--- config.mk ---
export PLATFORM = sky130hd
export DESIGN_NAME = bnn_neuron_seq
export DESIGN_NICKNAME = d
export VERILOG_FILES = /design/src/rtl/bnn_neuron_seq.sv
export SDC_FILE = /design/constraint.sdc
export NUM_CORES = 1
export LEC_CHECK = 0
export BUFFER_PORTS_ARGS = -buffer_cell sky130_fd_sc_hd__buf_4
export CAP_MARGIN = 15
export CORE_ASPECT_RATIO = 1.1
export CORE_MARGIN = 2
export CORE_UTILIZATION = 40
export CTS_CLUSTER_SIZE = 30
export DETAILED_ROUTE_END_ITERATION = 8
export GPL_TIMING_DRIVEN = 0
export REMOVE_ABC_BUFFERS = 1
export SLEW_MARGIN = 20
export SYNTH_ARGS = -nofsm -noshare
export SYNTH_HDL_FRONTEND = slang
export SYNTH_SLANG_ARGS = --single-unit
--- constraint.sdc ---
create_clock -name clk -period 4 [get_ports clk]
set_input_delay 0.4 -clock clk [delete_from_list [all_inputs] [get_ports clk]]
set_output_delay 0.4 -clock clk [all_outputs]
set_load 0.01 [all_outputs]
--- src/rtl/bnn_neuron_seq.sv ---
// Binary-MLP neuron sequencer: XNOR-popcount of each 1-bit weight row against a latched activation vector.
// Latency: out_valid rises N_IN+2 edges after the accepting start edge, and again N_IN+2 edges after each handshake.
// Backpressure: result, index and weight address are frozen while out_valid=1 and out_ready=0.
//
// Ports:
//   clk, rst            rising-edge clock, asynchronous active-high reset
//   start, act_in       run request (IDLE only) and activation vector latched with it
//   w_addr, w_data      weight-memory address out, 1-bit read data in (one-cycle read latency)
//   busy                high in every state except IDLE
//   out_valid/ready     result handshake; out_bit = popcount >= THRESH, out_idx = neuron index
//   done                one-cycle pulse following the last neuron's handshake
module bnn_neuron_seq #(
   parameter int N_IN      = 64,
   parameter int N_OUT     = 64,
   parameter int ADDR_W    = 13,
   parameter int BASE_ADDR = 0,
   parameter int THRESH    = 32,
   localparam int N_W      = (N_OUT > 1) ? $clog2(N_OUT) : 1
) (
   input  logic              clk,
   input  logic              rst,
   input  logic              start,
   input  logic [N_IN-1:0]   act_in,
   output logic [ADDR_W-1:0] w_addr,
   input  logic              w_data,
   output logic              busy,
   output logic              out_valid,
   input  logic              out_ready,
   output logic              out_bit,
   output logic [N_W-1:0]    out_idx,
   output logic              done
);

   localparam int I_W   = (N_IN > 1) ? $clog2(N_IN) : 1;
   localparam int ACC_W = $clog2(N_IN + 1);
   localparam logic [I_W-1:0] I_LAST = I_W'(N_IN - 1);
   localparam logic [N_W-1:0] N_LAST = N_W'(N_OUT - 1);

   typedef enum logic [1:0] {IDLE, FETCH, DRAIN, EMIT} state_t;

   state_t            state;
   logic [N_W-1:0]    n;
   logic [I_W-1:0]    i;
   logic [I_W-1:0]    i_d;      // input index of the read now returning on w_data
   logic              rd_vld;   // w_data carries a requested weight this cycle
   logic [ACC_W-1:0]  acc;
   logic [N_IN-1:0]   act_q;

   assign w_addr  = ADDR_W'(BASE_ADDR) + ADDR_W'(n) * ADDR_W'(N_IN) + ADDR_W'(i);
   assign out_idx = n;

   always_ff @(posedge clk or posedge rst) begin
      if (rst) begin
         state     <= IDLE;
         n         <= '0;
         i         <= '0;
         i_d       <= '0;
         rd_vld    <= 1'b0;
         acc       <= '0;
         act_q     <= '0;
         busy      <= 1'b0;
         out_valid <= 1'b0;
         out_bit   <= 1'b0;
         done      <= 1'b0;
      end else begin
         done   <= 1'b0;
         rd_vld <= 1'b0;
         // Matching weight/activation bits add one; the count is independent of state.
         if (rd_vld)
            acc <= acc + ACC_W'(w_data ~^ act_q[i_d]);

         case (state)
            IDLE: begin
               if (start) begin
                  act_q <= act_in;
                  n     <= '0;
                  i     <= '0;
                  acc   <= '0;
                  busy  <= 1'b1;
                  state <= FETCH;
               end
            end
            FETCH: begin
               rd_vld <= 1'b1;
               i_d    <= i;
               if (i == I_LAST) begin
                  i     <= '0;
                  state <= DRAIN;
               end else begin
                  i <= i + 1'b1;
               end
            end
            DRAIN: state <= EMIT;   // absorbs the final read
            EMIT: begin
               // First EMIT cycle registers the thresholded count; the result
               // then stays put until the consumer takes it.
               if (!out_valid) begin
                  out_valid <= 1'b1;
                  out_bit   <= (32'(acc) >= THRESH);
               end else if (out_ready) begin
                  out_valid <= 1'b0;
                  out_bit   <= 1'b0;
                  if (n == N_LAST) begin
                     done  <= 1'b1;
                     busy  <= 1'b0;
                     state <= IDLE;
                  end else begin
                     n     <= n + 1'b1;
                     acc   <= '0;
                     state <= FETCH;
                  end
               end
            end
            default: state <= IDLE;
         endcase
      end
   end

endmodule
==> results of run 1 <==
how the worst max path moves through the flow:
stage | slack, ns | end | from | cells past startpoint
final | 0.54 | acc[6] | i_d[0] | 13
after global routing | 0.26 | acc[6] | i_d[0] | 13
after CTS | 0.40 | acc[6] | i_d[0] | 13
after detailed placement | 0.40 | acc[6] | i_d[0] | 13
after global placement | -0.09 | act_q[57] | rst | 2
after floorplan | 0.78 | acc[6] | i_d[2] | 14
stage by stage:
stage | std cells | total power [mW] | setup slack [ns] | setup TNS [ns]
final | 572 | 2.00 | 0.540 | 0
after global routing | 572 | 2.09 | 0.260 | 0
after CTS | 572 | 2.03 | 0.398 | 0
after detailed placement | 556 | 1.22 | 0.401 | 0
after global placement | 554 | 1.21 | -0.0904 | -8.06
after floorplan | 317 | 1.14 | 0.776 | 0
flip-flops by register name, indices dropped and copies added, names as in the netlist:
register,count
act_q,64
rd_vld,1
acc,7
done,1
out_bit,1
i_d,6
busy,1
i,6
state,2
out_idx,6
out_valid,1
layer usage:
layer  global-route usage, %  vias up  share of wire [%]  routed length (um)
li1                        -     1389                  -                   -
met1                    20.6     1456                 44                3940
met2                    25.8       72                 48                4270
met3                    3.37       12                5.5                 485
met4                    6.76        0                2.2                 194
met5                       0        -                  0                   0
logic make-up after synthesis:
| group | Yosys count | synth area share, % |
|---|---|---|
| simple gates | 59 | 6.22 |
| flops | 96 | 53.1 |
| mux | 97 | 26.7 |
| fa+ha+maj | 7 | 1.94 |
| xor+xnor | 10 | 1.94 |
| buf+inv | 30 | 3.82 |
| other cells | 1 | 0.0829 |
| compound gates | 40 | 6.22 |
layout by cell type (no fill, tap or decap), types with 2 or more instances in the layout:
cell type  Yosys  routed
mux4_2         8       8
mux4_1         3       3
a22oi_1        4       4
nand2b_1       4       4
a211oi_1       2       2
a22o_1         2       2
buf_4          8      90
inv_1          7       6
clkbuf_16      0       9
xnor2_1        2       2
inv_6          0       2
o211ai_1       2       2
mux2i_1       16      16
mux2_2        70      70
nand4_1        3       3
a21o_1         2       2
clkinv_2       0       3
dfrtp_1       96      95
o2111ai_1      3       3
nor3_1         4       4
o21a_1         2       2
nand3_1       12      12
nor2b_1        2       2
nand2_1       13      12
nor2_1        17      17
o21ai_0       11      10
ha_1           7       7
xor2_1         8       8
a21oi_1        4       4
critical path: stages, from the launching register on:
cell	delay (ns)
dfrtp_1	0.82
mux4_1	0.65
mux2i_1	0.22
o2111ai_1	0.15
o22ai_2	0.16
xor2_1	0.09
ha_1	0.18
inv_1	0.07
ha_1	0.14
nand2_1	0.07
or3_1	0.36
nor3_1	0.20
xnor2_1	0.15
nor2_1	0.05
where the power goes:
| part | leakage, nW | switching, mW | internal, mW |
|---|---|---|---|
| sequential | 1.28 | 0.0293 | 1.01 |
| clock | 0.136 | 0.359 | 0.438 |
| combinational | 1.33 | 0.0732 | 0.0905 |
| total | 2.75 | 0.461 | 1.54 |
final cells by class:
cell class | count | area (um2) | area share (%)
well taps | 147 | 184 | 3.30
clock inverters | 5 | 31.3 | 0.561
multi-input cells | 214 | 1960 | 35.1
flip-flops and latches | 96 | 2400 | 43.1
inverters | 7 | 31.3 | 0.561
clock buffers | 11 | 243 | 4.36
repair buffers | 92 | 723 | 13.0
==> impl_metrics.toml, run 1 <==
[sta]
post-route-min-period_ns = 3.46
fmax_mhz = 289
slew_headroom_pct = 40.6
drv_slew = 0
clock_skew_ns = 0.00519
rsz0062_at_grt = "false"
timing.hold.ws_ns = 0.0696
finalSetupViolations = 0
fin_crit_sh_pct = 86.5
tightest_slew_ns = 0.885
finalHoldViolations = 0

[critical_path]
regToRegStartpoint = "i_d[0]"
reg2reg_slack_ns = 0.54
crit_arrival_ns = 3.65
critical_path_class = "reg -> reg"
cp_max_fo = 15
cp-start-kind = "flip-flop"
r2r-end = "acc[6]"
end_kind = "flip-flop"
worst_ep_required_time_ns = 4.19
reg2reg_depth = 13

[run]
max_cap_viol_count = 0

[die]
core_um2 = 11000
ios = 92
start_util_pct = 41.3
rows = 40
dieArea_um2 = 12200
fp.dieW_um = 105
die_h_um = 116

[clock_network]
htreeDepth = 3
ctsResizeCount = 0
clock_sinks = 96
clock_latency_ns = 0.34
holdBufCountCts = 0
postCtsSetupRepairBufs = 0
cts_buffer_depth = 2
cts_buffers = 9
root_buffer = "clkbuf_16"
cts_tree = "yes"
clk_pin_slew_worst_paths_ns = 0.07

[cells_and_area]
drive_above_1_share_pct = 44.9
stdcell_area_um2 = 5570
area_delta_synth_final_pct = 23.2
finalCoreUtilization_pct = 50.8
n_fill_cell = 970
nets = 496
antenna_cells = 0

[power]
p_per_area_nw_per_um2 = 358
leakage_nw = 2.75
ir_drop_mv = 0.208

[synthesis]
synth_edf_count = 0
yosys.area.top_type = "dfrtp_1"
synth.distinct_cells = 45
yosys_warnings = 0
synth.most_common_cell = "dfrtp_1"
synth_top_cell_area_share_pct = 53.1
synth.ff_latch_count = 96
ys.flop_type = "dfrtp_1"
syn_avg_cell_area_um2 = 13.3
synthArstFlopShare_pct = 100
synth_common_cells = "96 x dfrtp_1, 70 x mux2_2, 17 x nor2_1"
syn_area_um2 = 4520
synthCells = 340
yosys-top-cells-area = "dfrtp_1 53%, mux2_2 17%, mux4_2 4.0%"
ys_seq_area_share_pct = 53.1

[placed_design]
post-dp-hpwl_um = 6270
place_area_um2 = 5300
gp_congestion = 0.764
port_buffers = 90

[routing]
wl_per_cell_um = 15.5
antenna_left = 0
drt_iter0_markers = 104
drt-total-wl_um = 8890
drtPass1Iterations = 4
post-route-drc-count = 0
viasPerCell = 5.12
num_vias = 2929

[global_routing]
grt_start_max_net_pins = 54
antenna_found_initial = 0
grt_pass1_wl_um = 15100
grt_overflow = 0
grt_pass1_vias = 3044
grtUsageTotal_pct = 15.8

[worst_hold_path]
hp-class = "in -> async"

[outcome]
status = "completed"
(Power assumes the default switching activity.)
==> inputs of run 2 (changes only) <==
--- a/config.mk
+++ b/config.mk
@@ -10,7 +10,6 @@
 export CORE_ASPECT_RATIO = 1.1
 export CORE_MARGIN = 2
 export CORE_UTILIZATION = 40
-export CTS_CLUSTER_SIZE = 30
 export DETAILED_ROUTE_END_ITERATION = 8
 export GPL_TIMING_DRIVEN = 0
 export REMOVE_ABC_BUFFERS = 1
==> constraint.sdc (replaced) <==
create_clock -name clk -period 4 [get_ports clk]
set_input_delay 0.2 -clock clk [delete_from_list [all_inputs] [get_ports clk]]
set_output_delay 0.2 -clock clk [all_outputs]
set_load 0.01 [all_outputs]
==> impl_metrics.toml, run 2 (synthesis gave the netlist of run 1 again) <==
[critical_path]
crit_arrival_ns = 3.66
cp_max_fo = 15
reg2reg_depth = 13
worst_ep_required_time_ns = 4.19
critical_path_class = "reg -> reg"
end_kind = "flip-flop"
cp-start-kind = "flip-flop"

[cells_and_area]
final_common_cell = "dfrtp_1"
stdcell_area_um2 = 5580
n_fill_cell = 970
finalCoreUtilization_pct = 50.9
area_delta_synth_final_pct = 23.4
largest_reg_flops = 64
antenna_cells = 0
largest_registers = "act_q x64, acc x7"
ff_latch_area_um2 = 2400
multi_input_area_um2 = 1960
largest-register = "act_q"
layout_common_cells = "95 x dfrtp_1, 90 x buf_4, 70 x mux2_2"
nets = 497
drive_above_1_share_pct = 44.8
stdcell_count = 573

[sta]
clock_skew_ns = 0.00519
fin_ws_ns = 0.532
timing.hold.ws_ns = 0.0887
fmax_mhz = 288
finalSetupViolations = 0
post-route-min-period_ns = 3.47
slew_headroom_pct = 40.6
rsz0062_at_grt = "false"
finalSetupTns_ns = 0
fin_crit_sh_pct = 86.7
drv_slew = 0
finalHoldViolations = 0
tightest_slew_ns = 0.885

[routing]
drt_iter0_markers = 117
drt-total-wl_um = 8890
wl_per_cell_um = 15.5
num_vias = 2929
drtPass1Iterations = 4
antenna_left = 0
viasPerCell = 5.11
post-route-drc-count = 0

[die]
start_util_pct = 41.3
core_um2 = 11000
dieArea_um2 = 12200
rows = 40
die_h_um = 116
fp.dieW_um = 105
ios = 92

[power]
power_frac_seq_pct = 51.9
p_per_area_nw_per_um2 = 358
p_switching_uw = 461
internal-power_mw = 1.54
pwr-share-comb_pct = 8.2
switching_share_pct = 23.1
ir_drop_mv = 0.208
clkPwrFrac_pct = 39.8
leakage_nw = 2.76
power_mw = 2.00

[global_routing]
grt_pass1_wl_um = 15100
grtUsageTotal_pct = 15.8
grt_pass1_vias = 3044
grt_start_max_net_pins = 54
grt_overflow = 0
antenna_found_initial = 0

[outcome]
status = "completed"

[worst_hold_path]
hp-class = "in -> reg"
whs_path_depth = 2

[clock_network]
root_buffer = "clkbuf_16"
cts_tree = "yes"
cts_buffer_depth = 2
htreeDepth = 3
clock_latency_ns = 0.34
cts_buffers = 9
clock_sinks = 96
clk_pin_slew_worst_paths_ns = 0.07

[placed_design]
place_area_um2 = 5300
gp_congestion = 0.764
post-dp-hpwl_um = 6270
place_ws_ns = 0.401
placedCellCount = 556
port_buffers = 90

[run]
max_cap_viol_count = 0
## run 2: cell types whose count changed in the layout (fill, tap and decap cells not counted)
cell | previous run | this run
dlygate4sd3_1 | 0 | 1
## run 2: cell type report
cell class	count	share of cell area (%)
flip-flops and latches	96	43.1
multi-input cells	214	35.1
repair buffers	93	13.1
clock buffers	11	4.35
well taps	147	3.29
clock inverters	5	0.560
inverters	7	0.560
## run 2: routing by layer
layer  share of wire (%)  routed length (um)  global-route usage, %
met5                   0                   0                      0
met2                  48                4260                   25.8
met1                  45                3990                   20.6
met4                 2.2                 194                   6.76
met3                 5.1                 453                   3.32
## run 2: worst paths after layout
| check | to | slack, ns | start |
|---|---|---|---|
| max in group asynchronous | i_d[2] | 2.96 | rst |
| setup / recovery | acc[6] | 0.53 | i_d[0] |
| setup reg to reg | acc[6] | 0.53 | i_d[0] |
| hold / removal | act_q[55] | 0.09 | act_in[55] |
| hold reg to reg | out_bit | 0.48 | out_bit |
| min in group asynchronous | act_q[3] | 0.44 | rst |
## run 2: critical path, stage by stage, from the launching register on
cell and delay, ns:
dfrtp_1 0.83, mux4_1 0.65, mux2i_1 0.22, o2111ai_1 0.15, o22ai_2 0.16, xor2_1 0.09
ha_1 0.18, inv_1 0.07, ha_1 0.14, nand2_1 0.07, or3_1 0.36, nor3_1 0.20
xnor2_1 0.15, nor2_1 0.05
## run 2: repair_timing
item                                   in CTS  in global routing
endpoints found under the hold margin      43                  0
resized for setup                           0                  0
hold buffers                                1                  0
setup buffers                               0                  0
## run 2: power by group through the flow
stage	combinational (mW)	sequential, mW	clock [mW]
2_1_floorplan	0.0931	1.05	0
3_3_place_gp	0.158	1.06	0
3_5_place_dp	0.168	1.06	0
4_1_cts	0.169	1.04	0.822
5_1_grt	0.192	1.04	0.858
6_report	0.165	1.04	0.796
==> inputs of run 3 (changes only) <==
--- a/config.mk
+++ b/config.mk
@@ -5,6 +5,7 @@
 export SDC_FILE = /design/constraint.sdc
 export NUM_CORES = 1
 export LEC_CHECK = 0
+export ABC_AREA = 1
 export BUFFER_PORTS_ARGS = -buffer_cell sky130_fd_sc_hd__buf_4
 export CAP_MARGIN = 15
 export CORE_ASPECT_RATIO = 1.1
==> impl_metrics.toml, run 3 <==
[global_routing]
grtUsageTotal_pct = 18.5
grt_start_max_net_pins = 68
antenna_found_initial = 0
grt_pass1_wl_um = 18800
grt_overflow = 0
grt_pass1_vias = 4032

[placed_design]
placedCellCount = 822
post-dp-hpwl_um = 7210
port_buffers = 90
gp_congestion = 0.778

[critical_path]
reg2reg_slack_ns = 0.94
critical_path_class = "reg -> reg"
cp-start-kind = "flip-flop"
worst_ep_required_time_ns = 4.20
end_kind = "flip-flop"
crit_arrival_ns = 3.26
regToRegStartpoint = "i_d[0]"
crit_end = "acc[6]"
r2r-end = "acc[6]"
critPathLaunch = "i_d[0]"
cp_max_fo = 33
reg2reg_depth = 19

[sta]
finalHoldViolations = 0
fin_crit_sh_pct = 76.5
clock_skew_ns = 0.00425
fmax_mhz = 327
drv_slew = 0
finalSetupViolations = 0
tightest_slew_ns = 0.980
slew_headroom_pct = 34.6
rsz0062_at_grt = "false"
post-route-min-period_ns = 3.06

[die]
core_um2 = 11500
die_h_um = 118
fp.dieW_um = 108
dieArea_um2 = 12800
start_util_pct = 41.1
rows = 41
ios = 92

[routing]
drt-total-wl_um = 10900
viasPerCell = 4.72
drtPass1Iterations = 4
num_vias = 3954
drt_iter0_markers = 199
antenna_left = 0
post-route-drc-count = 0
wl_per_cell_um = 13.0

[synthesis]
synth.ff_latch_count = 96
yosys_warnings = 0
synth.distinct_cells = 34
synth_top_cell_area_share_pct = 50.6
synthArstFlopShare_pct = 100
syn_avg_cell_area_um2 = 7.74
synthCells = 613
synth_edf_count = 0
syn_area_um2 = 4750
ys_seq_area_share_pct = 50.6
yosys-top-cells-area = "dfrtp_1 51%, nand2_1 24%, nand3_1 6.2%"
synth.most_common_cell = "nand2_1"
ys.flop_type = "dfrtp_1"
synth_common_cells = "301 x nand2_1, 96 x dfrtp_1, 59 x nand3_1"
yosys.area.top_type = "dfrtp_1"

[clock_network]
clock_latency_ns = 0.34
postCtsSetupRepairBufs = 0
clock_sinks = 96
clk_pin_slew_worst_paths_ns = 0.06
htreeDepth = 3
root_buffer = "clkbuf_16"
cts_tree = "yes"
cts_buffer_depth = 2
cts_buffers = 9

[cells_and_area]
n_fill_cell = 1156
nets = 760
largest_reg_flops = 64
final_common_cell = "nand2_1"
drive_above_1_share_pct = 18.6
largest-register = "act_q"
antenna_cells = 0
layout_common_cells = "300 x nand2_1, 95 x dfrtp_1, 90 x buf_4"
stdcell_count = 838
area_delta_synth_final_pct = 20.9
largest_registers = "act_q x64, acc x7"

[power]
ir_drop_mv = 0.365
leakage_nw = 3.03
p_per_area_nw_per_um2 = 709
power_mw = 4.07

[outcome]
status = "completed"

[worst_hold_path]
hp-class = "in -> reg"

[run]
max_cap_viol_count = 0
## run 3: cell type report
class                      count  area (um2)  area share [%]
clock inverter                 5        56.3           0.982
tap                          150         188            3.27
multi-input combinational    444        1960            34.2
inverter                      41         171            2.99
timing repair buffer          92         713            12.4
clock buffer                  10         239            4.17
sequential                    96        2400            41.9
## run 3: worst min path at each step
stage                     from        end  slack (ns)  cells past startpoint
global placement     act_in[1]   act_q[1]        0.40                      3
floorplan            act_in[0]   act_q[0]        0.31                      2
global route         act_in[8]   act_q[8]        0.05                      3
detailed placement         rst  act_q[48]        0.28                      2
finish              act_in[19]  act_q[19]        0.05                      3
CTS                 act_in[19]  act_q[19]        0.04                      3
## run 3: cell families after synthesis
logic type               share of synthesized area [%]
XOR/XNOR                                         0.738
multiplexers                                     0.211
flip-flops                                        50.6
other                                           0.0790
adder cells (fa/ha/maj)                           1.85
AND/OR/NAND/NOR                                   34.3
buffers and inverters                             8.15
AO/OA/AOI/OAI                                     4.09
## run 3: power breakdown
part	leakage, nW	switching [mW]	total (mW)	internal (mW)
Combinational	1.67	0.934	1.53	0.600
Clock	0.145	0.364	0.862	0.498
Sequential	1.22	0.303	1.67	1.37
Total	3.03	1.60	4.07	2.47
## run 3: metrics by stage
step / setup TNS [ns] / setup slack (ns) / cell area [um2] / utilization [%] / hold slack, ns
after floorplan: 0 / 1.27 / 4530 / - / 0.310
after global placement: -0.00262 / -0.00262 / 5390 / 46.7 / 0.398
after detailed placement: 0 / 0.920 / 5430 / 47.0 / 0.280
after CTS: 0 / 0.893 / 5740 / 49.7 / 0.0399
after global routing: 0 / 0.470 / 5740 / 49.7 / 0.0503
final: 0 / 0.939 / 5740 / 49.7 / 0.0489
## run 3: worst max-delay path, stage by stage (launching register included)
cell     delay, ns
dfrtp_2       0.81
inv_8         0.20
nand2_1       0.11
nand3_1       0.06
nand3_1       0.12
nand2_1       0.11
nand2_1       0.07
nand3_1       0.07
nand3_1       0.10
nand2_1       0.06
nand2_1       0.06
nand2_1       0.06
ha_1          0.17
inv_1         0.07
ha_1          0.14
nand2_1       0.08
nor3_1        0.26
nand3_1       0.14
xor2_1        0.16
nor2_1        0.05
## run 3: per-layer routing
metal | vias to the layer above | part of all wire (%) | track usage, %
met5 | - | 0 | 0
met4 | 0 | 1.8 | 6.81
met3 | 14 | 4.1 | 3.14
met2 | 70 | 49 | 30.9
met1 | 1829 | 45 | 24.0
li1 | 2041 | - | -
## run 3: what timing repair did
| item | in CTS | in global routing |
|---|---|---|
| hold buffers | 1 | 0 |
| endpoints found under the hold margin | 50 | 0 |
| resized for setup | 0 | 0 |
